--- config.mk ---
export PLATFORM = sky130hd
export DESIGN_NAME = argmax_classifier
export DESIGN_NICKNAME = d
export VERILOG_FILES = /design/src/rtl/argmax_classifier.sv
export SDC_FILE = /design/constraint.sdc
export NUM_CORES = 1
export LEC_CHECK = 0
export ABC_AREA = 0
export CORE_MARGIN = 8
export CORE_UTILIZATION = 60
export DETAILED_ROUTE_END_ITERATION = 10
export PLACE_DENSITY_LB_ADDON = 0.2
export SLEW_MARGIN = 20
export SYNTH_ARGS = -nofsm -noshare
export SYNTH_HDL_FRONTEND = slang
export SYNTH_SLANG_ARGS = --single-unit
--- constraint.sdc ---
create_clock -name clk -period 7.9 [get_ports clk]
set_clock_uncertainty 0.2 [all_clocks]
set_input_delay 1.58 -clock clk [delete_from_list [all_inputs] [get_ports clk]]
set_output_delay 1.58 -clock clk [all_outputs]
set_load 0.1 [all_outputs]
--- src/rtl/argmax_classifier.sv ---
// argmax_classifier: collects N_CLASSES signed scores, buffers them for
// readback and reports the index/value of the largest (lowest index on ties).
module argmax_classifier #(
  parameter int N_CLASSES = 10,
  parameter int DATA_W    = 16,
  parameter int IDX_W     = 4
) (
  input  logic              clk,
  input  logic              reset,
  input  logic              start,
  input  logic [DATA_W-1:0] in_data,
  input  logic              in_valid,
  output logic              busy,
  output logic [IDX_W-1:0]  class_idx,
  output logic [DATA_W-1:0] class_score,
  output logic              result_valid,
  output logic              done,
  output logic              overflow,
  input  logic [IDX_W-1:0]  rd_addr,
  output logic [DATA_W-1:0] rd_data
);

  localparam logic [IDX_W-1:0] LAST = IDX_W'(N_CLASSES - 1);
  localparam logic [IDX_W:0]   NCLS = (IDX_W + 1)'(N_CLASSES);

  typedef enum logic [1:0] {S_IDLE, S_COLLECT, S_DONE} state_t;

  state_t            state, state_nxt;
  logic [IDX_W-1:0]  count;
  logic              accept;
  logic              last;
  logic [DATA_W-1:0] score_buf [0:(1<<IDX_W)-1];

  // start has priority over a same-cycle sample
  assign accept = (state == S_COLLECT) && in_valid && !start;
  assign last   = (count == LAST);
  assign busy   = (state == S_COLLECT);
  assign done   = (state == S_DONE);

  // state register
  always_ff @(posedge clk or posedge reset) begin
    if (reset) state <= S_IDLE;
    else       state <= state_nxt;
  end

  // next-state: start always (re)enters COLLECT; final sample moves to DONE
  always_comb begin
    state_nxt = state;
    case (state)
      S_IDLE:    if (start) state_nxt = S_COLLECT;
      S_COLLECT: if (start) state_nxt = S_COLLECT;
                 else if (in_valid && last) state_nxt = S_DONE;
      S_DONE:    if (start) state_nxt = S_COLLECT;
      default:   state_nxt = S_IDLE;
    endcase
  end

  // sample counter, running max, result pulse and sticky overflow
  always_ff @(posedge clk or posedge reset) begin
    if (reset) begin
      count        <= '0;
      class_idx    <= '0;
      class_score  <= '0;
      result_valid <= 1'b0;
      overflow     <= 1'b0;
    end else begin
      result_valid <= accept && last;
      if (start) begin
        count    <= '0;
        overflow <= 1'b0;
      end else if (accept) begin
        count <= count + 1'b1;
        // first sample loads unconditionally; strict > keeps the lower index on ties
        if (count == '0 || $signed(in_data) > $signed(class_score)) begin
          class_idx   <= count;
          class_score <= in_data;
        end
      end else if (state == S_DONE && in_valid) begin
        overflow <= 1'b1;
      end
    end
  end

  // score buffer write; contents need no reset
  always_ff @(posedge clk) begin
    if (accept) score_buf[count] <= in_data;
  end

  // registered readback; out-of-range addresses read as zero
  always_ff @(posedge clk or posedge reset) begin
    if (reset)                    rd_data <= '0;
    else if ({1'b0, rd_addr} < NCLS) rd_data <= score_buf[rd_addr];
    else                          rd_data <= '0;
  end

endmodule

**After elaboration in Yosys (flattened, before gate mapping)**

Memory sizes are Yosys's and may differ from the RTL's.
Index checks and enable logic that the tools add are counted.

- Mux-type cells: 12
- Bitwise logic cells: 1
- Eq/ne operators: 6
- Add/sub/neg operators: 1
- Magnitude comparators: 2
- Reduce and logical (&&, ||, !) cells: 15

Operators by type and width:

| cell | number |
|---|---|
| > comparator 16 bit | 1 |
| two-way mux 16 bit | 1 |
| two-way mux 4 bit | 2 |
| two-way mux 2 bit | 3 |
| logical AND 1 bit | 5 |
| two-way mux 1 bit | 5 |
| adder 4 x 1 -> 4 bit (second input constant) | 1 |
| == test 4 bit (second input constant) | 1 |
| logical NOT 4 bit | 1 |
| < comparator 4 bit (second input constant) | 1 |
| case mux 2 bit (2 select lines) | 1 |
| AND reduction 2 bit | 2 |
| nonzero test 2 bit | 2 |
| != test 3 x 2 -> 1 bit (second input constant) | 1 |
| AND reduction 3 bit | 1 |
| == test 2 x 1 -> 1 bit (second input constant) | 1 |
| == test 2 bit (second input constant) | 1 |
| logical NOT 2 bit | 1 |
| != test 2 x 1 -> 1 bit (second input constant) | 1 |
| != test 2 bit (second input constant) | 1 |
| OR reduction 2 bit | 1 |
| logical NOT 1 bit | 1 |
| logical OR 1 bit | 1 |
| inverter 1 bit | 1 |

- Register bits: 44
- Bits in writable memories: 256
- Memories: 1
- Output and inout port bits: 40
- Word-level logic and storage cells: 45

Memories:

| memory | depth | bits a word | rd ports | clocked after Yosys merged registers in | write ports | line | source |
|---|---|---|---|---|---|---|---|
| score_buf | 16 | 16 | 1 | 0 | 1 | 32 | `logic [DATA_W-1:0] score_buf [0:(1<<IDX_W)-1];` |

**Depth between registers and ports, before layout**

Gate-level depths: netlist (run 1).

- Word-level depth: 5
- Mapped depth: 9
- Mapped depth without buffers: 8

**Worst setup path after synthesis (run 1)**

No wires, ideal clock.

- Path type: in2reg
- Start: input start
- End: register class_score[0]
- Data required time: 7.574 ns
- Setup slack: 4.151 ns
- Arrival time: 3.424 ns
- Setup time: 0.126 ns
- Cell stages on the path: 7
- Path through: buf_2 -> nor4_4 -> and2_1 -> o21ai_0 -> mux2_4 -> buf_6 -> mux2_4

- Word-level cells in the longest chain between the ends: 3

Ends and longest elaborated chain:

| what | line | source |
|---|---|---|
| from (decl) | 10 | `input logic start,` |
| logical NOT 1 bit | 35 | `assign accept = (state == S_COLLECT) && in_valid && !start;` |
| logical AND 1 bit | 35 |  |
| AND reduction 3 bit (no source line) * | n/a |  |
| to (signal assigned) | 76 | `class_score <= in_data;` |
| to (decl) | 15 | `output logic [DATA_W-1:0] class_score,` |

Every way passes the cells marked *; elsewhere a longest branch is shown, timed or not.
A chain may end at the register's enable or synchronous reset.

**Final worst setup path (run 1)**

- Start: input rd_addr[1]
- End: register rd_data[3]

- Word-level cells in the longest chain between the ends: 2

Ends and longest elaborated chain:

| what | line | source |
|---|---|---|
| from (decl) | 19 | `input logic [IDX_W-1:0] rd_addr,` |
| memory read (16 x 16 bit) / < comparator 4 bit (equally long branches) | n/a |  |
| two-way mux 16 bit * | 92 | `else if ({1'b0, rd_addr} < NCLS) rd_data <= score_buf[rd_addr];` |
| to (signal assigned) | 92 |  |
| to (decl) | 20 | `output logic [DATA_W-1:0] rd_data` |

Marked as above.

==> out/results.txt, run 1 <==
The flow ran to the end, and the final reports show no timing, DRC or antenna violations. The H-tree depth reported by CTS was 1; the per-cell via count in the routed design was 5.94. The transition time at the pin with the least slew margin was 0.985 ns. The run gives 204 as the clock sink count. The residual DRC count was 0; the share of cells above drive strength 1 was 20.2%. In the synthesized netlist, the number of instances is 448.

Of the post-synthesis cell area, the dominant cell type holds 58.3%. The post-route clock period utilization came out at 57.4%. The number of setup buffers added after CTS is 0. TritonCTS built the clock tree. For this run the aggregate overflow at the end of global routing stands at 0. The later pin in the worst-skew pair is clocked with a latency of 0.48 ns. The remaining max-slew budget at the tightest pin was 34.1%. The maximum number of pins on one net before global-route repair was 49.

Clock tree synthesis inserted a total of 21 buffers. STA puts the critical path data arrival time at 4.69 ns. The type of the worst setup path was in -> reg. In this run the core area contains 43 standard-cell rows. The area added between synthesis and finish was 17.0%.

The run gives 60.3% as the initial core utilization. The number of antenna diodes in the final layout is 0. The run gives 0.000355 V as the highest ir drop seen on vdd. Counting flops and latches in the post-synthesis netlist gives 204.

Power spread over the standard cell area amounts to 309 nW/um2. The post-layout total power is 0.00298 W, and the weighted congestion at the end of routability-driven global placement is 0.759. The final route contains 4220 vias. The number of max-cap violations came out at 0. The leakage power is 3.49 nW.

After detailed routing, the total wire length is 16.3 mm. The clock-pin slew of the registers on the worst-case setup and hold paths works out to 0.06 ns. The logs give 18.5% for the overall track demand over capacity in global routing and 25.4 mm for the wire length of the first global-routing pass. Setup violations remaining at the end of the flow were counted as 0. The number of enable flip-flop cells after synthesis came out at 160. Among all flip-flop cells after synthesis, the most frequent one is edfxtp_1. For the sum of net half-perimeters after detailed placement, the log shows 10.0 mm.

The largest fanout of any net on the critical path works out to 17. Counting the fill cells in the layout gives 897. The region available for standard cell placement spans 13700 um2.

The die outline width is 133 um. The tools report the count of instances resized after the clock tree is built as 0. The tools report the part of the Yosys area used for sequential elements as 71.7%. After detailed routing, the average wire length per cell comes to 22.9 um. Across all hold checks on the routed design, the worst slack comes to 0.295 ns. Post-detailed-route count of antenna-violating nets: 0.

The number of antenna violations at the first check in global routing is 0, and the count of port buffers added during placement is 63. The worst hold-check path type was reg -> reg. Including well taps, the total number of placed cells is 674. Post-synthesis cell type with the largest combined area: edfxtp_1. The tools report the via count of the first global-routing pass as 4553. The worst setup path is launched from an input port.

By count the netlist is led by 160 x edfxtp_1, 44 x dfrtp_1, 32 x mux4_2. The tools report the number of hold violations in the final report as 0. CTS placed an instance of clkbuf_16 at the clock tree root.

For the final routed database, the setup TNS stands at 0 ns. The utilization after layout is 70.5%, and the number of nets in the synthesized netlist is 492. The synthesized area is 8240 um2. The run gives 220 MHz as the top achievable clock speed. The pre-antenna-repair detailed-routing pass consisted of 5 iterations. Dividing the synthesized area by the synthesized cell count gives 18.4 um2. Worst-case clock buffer depth: 3. The number of hold buffers added after CTS was 0. Setup repair after global routing left no endpoint under its margin.

The total I/O pin count came out at 64. The smallest clock period supported by the final layout is computed as 4.54 ns. The share of flip-flops with an asynchronous set or reset is 21.6%. Cell with the most instances after synthesis: edfxtp_1.

After synthesis, the cell types taking the most area are edfxtp_1 58%, dfrtp_1 13%, mux4_2 8.8%. The die is 133 um tall. The die covers 17700 um2. In this run, the number of DRC markers left after iteration 0 of detailed routing was 281. The tools report the total number of yosys warnings as 0. The tools report the kind of end point of the critical path as a register. The required time of the critical path was 8.06 ns. After the last flow step, the layout net total stands at 561. Counting distinct cell types in the post-synthesis netlist gives 38.

The finished layout holds 711 standard cells, fillers aside. The tools report the final count of pins violating max slew as 0.
-- logic make-up after synthesis --
kind of cell             Yosys count  synth area share [%]
multiplexers                      69                  14.8
flip-flops                       204                  71.7
AO/OA/AOI/OAI                     52                  3.94
XOR/XNOR                           2                 0.213
adder cells (fa/ha/maj)           20                  3.04
AND/OR/NAND/NOR                   60                  4.18
buffers and inverters             41                  2.16
-- through the flow --
stage	setup slack, ns	area [um2]
finish	3.36	9640
global placement	2.87	9010
floorplan	4.15	8240
detailed placement	2.58	9010
global route	3.11	9640
CTS	2.97	9630
-- layout make-up --
type	instances	area, um2	area share (%)
Clock buffer	31	593	6.16
Clock inverter	6	32.5	0.338
Inverter	22	83.8	0.870
Multi-Input combinational cell	203	2150	22.4
Sequential cell	204	5910	61.3
Tap cell	180	225	2.34
Timing Repair Buffer	65	641	6.65
-- per-layer routing --
metal  global-route usage, %  vias to the layer above  wire (um)
li1                        -                     1874          -
met1                    24.7                     2166       6850
met2                    30.5                      156       8010
met3                    3.50                       24       1110
met4                    5.74                        0        301
met5                       0                        -          0
-- power by group --
group / switching [W] / internal, W
clock network: 0.000371 / 0.000519
logic: 0.000568 / 0.000249
registers: 0.0000462 / 0.00122
total: 0.000985 / 0.00199
-- critical path, cell delays in order --
cell	delay (ns)
clkdlybuf4s50_1	1.08
clkinv_1	0.77
nor2_2	0.79
a22oi_1	0.19
o21ai_0	0.28
-- flip-flops by register name, summed over array words and instances (netlist names) --
signal	flops
score_buf	160
class_score	16
rd_data	16
class_idx	4
count	4
state	2
overflow	1
result_valid	1
-- cells in the final DEF, fill, tap and decap left out, types with 16 or more instances in the layout --
master           count
edfxtp_1           160
clkdlybuf4s50_1     62
dfrtp_1             44
mux4_2              32
nand2_1             21
mux2_4              21
clkbuf_16           21
inv_1               20
ha_1                20
o21ai_0             19
mux2_2              16
a22oi_1             16
-- path summary, 6_finish.rpt --
path | from | end | slack [ns] | cells past startpoint
max | rd_addr[1] | rd_data[3]$_DFF_PP0_ | 3.36 | 5
min in group asynchronous | reset | class_score[8]$_DFFE_PP0P_ | 1.36 | 2
max in group asynchronous | reset | rd_data[3]$_DFF_PP0_ | 5.63 | 2
min reg2reg | state[1]$_DFFE_PP0P_ | state[0]$_DFFE_PP0P_ | 0.29 | 1
min | state[1]$_DFFE_PP0P_ | state[0]$_DFFE_PP0P_ | 0.29 | 1
max reg2reg | count[2]$_DFFE_PP0P_ | class_score[3]$_DFFE_PP0P_ | 4.83 | 5
Note: power is estimated with default switching activity, not from simulation.
==> inputs of run 2 (changes only) <==
- CORE_UTILIZATION: 60 -> 51
- clock period: 7.9 -> 3.85 ns (I/O delays scaled with it)
==> out/results.txt, run 2 (same netlist as run 1, synthesis figures left out) <==
For the initial core utilization, the log shows 52.0% (was 60.3%). The tools report the wire length of the first global-routing pass as 26.4 mm (was 25.4 mm). The cell chosen for the clock root was clkbuf_16 (unchanged).

Worst hold-check path type: reg -> reg (unchanged). Top library cells by usage in the layout, fill and taps aside: 160 x edfxtp_1, 60 x clkdlybuf4s50_1, 44 x dfrtp_1, 39 x buf_4, 32 x mux4_2 (was 160 x edfxtp_1, 62 x clkdlybuf4s50_1, 44 x dfrtp_1, 32 x mux4_2). The leakage power came out at 3.66 nW (was 3.49 nW). Data arrival time at the worst-slack endpoint: 3.25 ns (was 4.69 ns).

For the number of hold violations in the final report, the log shows 0 (unchanged). The final worst-path setup slack came out at 0.761 ns (was 3.36 ns). Number of violations reported at the end of detailed-routing iteration 0: 327 (was 281). The vertical die dimension was 143 um (was 133 um).

The overflow left after global routing came out at 0 (unchanged). The slowest cell on the critical path was mux2_4 (was clkdlybuf4s50_1). The kind of end point of the critical path was a register (unchanged). The tools report the required time of the critical path as 4.02 ns (was 8.06 ns). Power per standard cell area: 619 nW/um2 (was 309 nW/um2). Element type at the critical path start: an input port (unchanged). The top achievable clock speed is 324 MHz. The die outline width came out at 143 um (was 133 um).

The worst setup slack before clock tree synthesis was 0.228 ns (was 2.58 ns); the final critical-path required period was 3.09 ns. For the final layout net count, the log shows 596 (was 561). The run gives 4614 (was 4553) as the via count of the first global-routing pass. The maximum number of pins on one net before global-route repair came out at 45 (was 49).

The quantity of hold-fixing buffers added after cts came out at 0 (unchanged). The clock-pin slew of the registers on the worst-case setup and hold paths was 0.06 ns (about the same). Largest registers ranked by flip-flop count: score_buf x160, class_score x16, rd_data x16 (unchanged). The highest ir drop seen on vdd is 0.000688 V (was 0.000355 V). The clock insertion delay at the later pin of the skew report was 0.49 ns (was 0.48 ns); the transition time at the pin with the least slew margin was 0.990 ns (was 0.985 ns). The per-cell via count in the routed design was 5.56 (was 5.94); the post-route clock period utilization was 80.2%. The run gives 204 (unchanged) as the clock sink count. The weighted congestion at the end of routability-driven global placement was 0.745 (was 0.759); the number of endpoints failing setup at the final stage was 0 (unchanged). The count of port buffers added during placement works out to 63 (unchanged). For the final count of pins violating max slew, the log shows 0 (unchanged). The antenna diode count was 0 (unchanged). TritonCTS built the clock tree.

The overall track demand over capacity in global routing was 17.3% (was 18.5%). The sum of net half-perimeters after detailed placement was 11.2 mm (was 10.0 mm). Stage delay of the slowest cell on the critical path: 0.49 ns (was 1.08 ns). The number of flip-flops in the largest register is 160 (unchanged), and the area added between synthesis and finish is 20.5% (was 17.0%).

The post-detailed-route count of antenna-violating nets was 0 (unchanged). The share of cells above drive strength 1 was 24.6% (was 20.2%). The largest fanout of any net on the critical path is 20 (was 17). The total I/O pin count was 64 (unchanged).

Setup repair after global routing left no endpoint under its margin. The total wire length came out at 17.2 mm (was 16.3 mm). The run gives 0 ns (unchanged) as the accumulated negative setup slack. Leading cell type in the layout, fill and taps excluded: edfxtp_1 (unchanged). For the count of instances resized after the clock tree is built, the log shows 0 (unchanged). Wire length per cell: 22.0 um (was 22.9 um). The area enclosed by the die boundary is 20500 um2 (was 17700 um2), and the TritonCTS buffer count is 21 (unchanged).

Type of the worst setup path: in -> reg (unchanged). The flow ran to the end, and the final reports show no timing, DRC or antenna violations. Utilization after layout: 62.7% (was 70.5%). The tools report the area inside the core boundary as 15800 um2 (was 13700 um2). Largest register by flop count: score_buf (unchanged). Chain of cells forming the critical path: clkdlybuf4s50_1 > ha_1 > a21oi_1 > nor3_1 > or3_1 > nor3_1 > mux2_4 > mux2_4 (was clkdlybuf4s50_1 > clkinv_1 > nor2_2 > a22oi_1 > o21ai_0).

The number of max-cap violations was 0 (unchanged); the H-tree depth reported by CTS was 1 (unchanged). The tools report the remaining max-slew budget at the tightest pin as 33.8% (was 34.1%). The number of antenna violations at the first check in global routing was 0 (unchanged).

The total number of vias came out at 4347 (was 4220). The worst-case clock buffer depth is 3 (unchanged), and the length of the first detailed-routing pass in iterations is 4 (was 5). The logs give 46 (was 43) for the number of cell rows and 0 (unchanged) for the number of buffers added for setup after CTS. The tools report the residual DRC count as 0 (unchanged).
## run 2: cell count changes in the layout (fill, tap and decap cells not counted)
cell	delta
buf_4	+37
bufinv_16	+1
clkbuf_1	-1
clkbuf_8	-3
clkdlybuf4s50_1	-2
clkinv_1	+5
clkinvlp_4	-2
nor2_1	+1
nor2_2	-1
## run 2: critical path: cells and delay by family
family | cells | cell delay [ns]
buf+inv | 1 | 0.43
fa+ha+maj | 1 | 0.31
compound gates | 1 | 0.22
simple gates | 3 | 0.67
mux | 2 | 0.84
## run 2: area by class of cell
class | instances | area, um2
Timing Repair Buffer | 100 | 898
Inverter | 22 | 83.8
Sequential cell | 204 | 5910
Clock buffer | 27 | 548
Clock inverter | 10 | 66.3
Fill cell | 1123 | 5900
Multi-Input combinational cell | 203 | 2150
Tap cell | 216 | 270
## run 2: routing by layer
metal / global-route usage, % / wire length (um) / vias to the layer above
met5: 0 / 0 / -
met4: 3.91 / 183 / 0
met3: 3.51 / 1120 / 18
met2: 28.5 / 8420 / 132
met1: 23.2 / 7490 / 2251
li1: - / - / 1946
## run 2: where the power goes
group	total [W]	internal [W]	switching [W]
clock network	0.00183	0.00107	0.000768
registers	0.00261	0.00251	0.0000950
logic	0.00171	0.000528	0.00118
## run 2: final timing paths
kind | endpoint | slack (ns) | cells past startpoint | from
max | class_score[10]$_DFFE_PP0P_ | 0.76 | 8 | in_data[9]
min | state[0]$_DFFE_PP0P_ | 0.31 | 1 | state[1]$_DFFE_PP0P_
max reg2reg | class_score[10]$_DFFE_PP0P_ | 1.06 | 8 | class_score[9]$_DFFE_PP0P_
min reg2reg | state[0]$_DFFE_PP0P_ | 0.31 | 1 | state[1]$_DFFE_PP0P_
max in group asynchronous | rd_data[7]$_DFF_PP0_ | 2.39 | 2 | reset
min in group asynchronous | class_score[10]$_DFFE_PP0P_ | 0.55 | 2 | reset
## run 2: through the flow
step                      cells  total power [W]  hold WS (ns)  cell area [um2]
after floorplan             448          0.00393         0.260             8240
after global placement      745          0.00434         0.268             9310
after detailed placement    745          0.00437         0.296             9310
after CTS                   782          0.00620         0.312             9920
after global routing        782          0.00636         0.327             9920
final                       782          0.00614         0.310             9920
==> inputs of run 3 (changes only) <==
- clock period: 3.85 -> 2.5 ns (I/O delays scaled with it)
==> out/results.txt, run 3 (same netlist as run 1, synthesis figures left out) <==
The length of the first detailed-routing pass in iterations is 6 (was 4), and the number of antenna violations at the first check in global routing is 0 (unchanged). The tools report the number of endpoints failing setup at the final stage as 20 (was 0). The largest fanout of any net on the critical path works out to 5 (was 20). The total wire length was 18.4 mm (was 17.2 mm); the transition time at the pin with the least slew margin was 0.463 ns (was 0.990 ns).

The tools report the leakage power as 3.97 nW (was 3.66 nW). The top achievable clock speed was 373 MHz; the H-tree depth reported by CTS was 1 (unchanged). Subtracting the final worst setup slack from the clock period gives 2.68 ns. Largest registers ranked by flip-flop count: score_buf x160, class_score x16, rd_data x16 (unchanged). The setup slack of the most critical reg-to-reg path was -0.18 ns (was 1.06 ns). The tools report the element type at the critical path start as an input port (unchanged). The sum of net half-perimeters after detailed placement is 11.3 mm (was 11.2 mm). Stage delay of the slowest cell on the critical path: 0.50 ns (was 0.49 ns). The logs give 0 (unchanged) for the final count of pins violating max slew and 399 (was 327) for the number of violations reported at the end of detailed-routing iteration 0. The total I/O pin count was 64 (unchanged). Setup repair after global routing could not meet its margin everywhere. Counting stages on the worst path, the most repeated cell is mux2_4.

The run gives 20500 um2 (unchanged) as the area enclosed by the die boundary. The worst hold-check path type was in -> async (was reg -> reg). The accumulated negative setup slack is -3.37 ns (was 0 ns). Top library cells by usage in the layout, fill and taps aside: 160 x edfxtp_1, 88 x buf_4, 32 x mux4_2, 28 x dfrtp_1, 24 x mux2_4 (was 160 x edfxtp_1, 60 x clkdlybuf4s50_1, 44 x dfrtp_1, 39 x buf_4, 32 x mux4_2). Timing startpoint of the critical path: in_data[10] (was in_data[9]). The clock sink count was 204 (unchanged). The number of hold violations in the final report is 0 (unchanged), and the overall track demand over capacity in global routing is 18.4% (was 17.3%). The logs give 0.49 ns (about the same) for the clock insertion delay at the later pin of the skew report and 46 (unchanged) for the number of cell rows.

The type of the worst setup path was in -> reg (unchanged). The final layout net count was 626 (was 596). Wire length of the first global-routing pass: 28.1 mm (was 26.4 mm). The antenna diode count is 0 (unchanged). The largest register by flop count was score_buf (unchanged). The tools report the residual DRC count as 0 (unchanged). The logs give 52.0% (unchanged) for the initial core utilization and 4864 (was 4614) for the via count of the first global-routing pass. The per-cell via count in the routed design works out to 5.56 (about the same). The die outline width is 143 um (unchanged), and the area added between synthesis and finish is 27.9% (was 20.5%). The slowest cell on the critical path is clkdlybuf4s50_1 (was mux2_4). The tools report the worst-case clock buffer depth as 3 (unchanged). The share of cells above drive strength 1 works out to 41.2% (was 24.6%).

The run gives -0.749 ns (was 0.228 ns) as the worst setup slack before clock tree synthesis. The run gives 68.8% (was 33.8%) as the remaining max-slew budget at the tightest pin. The power per standard cell area works out to 971 nW/um2 (was 619 nW/um2). TritonCTS built the clock tree.

The count of port buffers added during placement was 63 (unchanged); the area inside the core boundary was 15800 um2 (unchanged). Worst hold slack after final layout: 0.135 ns (was 0.310 ns). Chain of cells forming the critical path: clkdlybuf4s50_1 > ha_1 > nand2_2 > nor3_2 > or3_4 > nor3_4 > mux2_4 > mux2_4 (was clkdlybuf4s50_1 > ha_1 > a21oi_1 > nor3_1 > or3_1 > nor3_1 > mux2_4 > mux2_4). The start of the worst register-to-register path is class_score[10]$_DFFE_PP0P_ (was class_score[9]$_DFFE_PP0P_). The logs give 0 (unchanged) for the number of max-cap violations and 2.86 ns (was 3.25 ns) for the data arrival time at the worst-slack endpoint.

The vertical die dimension was 143 um (unchanged). The TritonCTS buffer count is 22 (was 21), and the post-route clock period utilization is 107%. Wire length per cell: 22.7 um (was 22.0 um).

The run gives 2.68 ns (was 4.02 ns) as the required time of the critical path. Number of flip-flops in the largest register: 160 (unchanged). The final worst-path setup slack came out at -0.180 ns (was 0.761 ns). For the maximum number of pins on one net before global-route repair, the log shows 29 (was 45). The run finished, with violations left.

For the total number of vias, the log shows 4517 (was 4347). The tools report the kind of end point of the critical path as a register (unchanged). The weighted congestion at the end of routability-driven global placement was 0.773 (was 0.745). The highest ir drop seen on vdd was 0.000942 V (was 0.000688 V). The leading cell type in the layout, fill and taps excluded was edfxtp_1 (unchanged).

The post-detailed-route count of antenna-violating nets is 0 (unchanged). The critical path buffer and inverter count came out at 1 (unchanged). The clock-pin slew of the registers on the worst-case setup and hold paths came out at 0.06 ns (about the same). The overflow left after global routing was 0 (unchanged). The category of cells accounting for the largest share of critical-path delay was simple AND/OR/NAND/NOR gates (was multiplexers). The checks that failed: setup timing.

The run gives 0 (unchanged) as the quantity of hold-fixing buffers added after cts. The cell chosen for the clock root is clkbuf_16 (unchanged).
==> run 3: metal layers <==
metal / global-route usage, % / wire length [um] / share of wire [%] / vias up
met2: 30.1 / 9070 / 49 / 187
li1: - / - / - / 2003
met4: 5.65 / 316 / 1.7 / 0
met1: 24.6 / 7840 / 42 / 2301
met3: 3.27 / 1220 / 6.6 / 26
met5: 0 / 0 / 0 / -
==> run 3: final timing paths <==
path / end / depth (start not counted)
max reg2reg: class_idx[1]$_DFFE_PP0P_ / 8
min in group clk: score_buf[8][12]$_DFFE_PP_ / 2
max: class_idx[1]$_DFFE_PP0P_ / 8
min reg2reg: class_idx[2]$_DFFE_PP0P_ / 1
max in group asynchronous: class_score[1]$_DFFE_PP0P_ / 3
min: class_score[9]$_DFFE_PP0P_ / 2
==> run 3: through the flow <==
step           util, %  cell area (um2)  cells  power, W
2_1_floorplan        -             8380    448   0.00622
3_3_place_gp      61.5             9730    770   0.00702
3_5_place_dp      61.5             9730    770   0.00708
4_1_cts           66.0            10400    810    0.0102
5_1_grt           66.6            10500    813    0.0106
6_report          66.6            10500    813    0.0102
==> run 3: power by group <==
part | internal (W) | switching (W) | total [W]
Clock | 0.00184 | 0.00122 | 0.00306
Combinational | 0.00108 | 0.00203 | 0.00312
Sequential | 0.00394 | 0.000121 | 0.00406
==> run 3: final cells by class <==
cell class,count,area [um2]
Clock buffer,32,629
Clock inverter,7,52.6
Inverter,22,82.6
Timing Repair Buffer,126,1190
Multi-Input combinational cell,206,2360
Fill cell,1067,5290
Tap cell,216,270
Sequential cell,204,5960
==> run 3: repair_timing <==
action / in CTS / in global routing
endpoints found under the setup margin: 20 / 20
gates cloned: 1 / 2
buffers inserted: 0 / 1
pin swaps: 1 / 5
resized for setup: 9 / 12
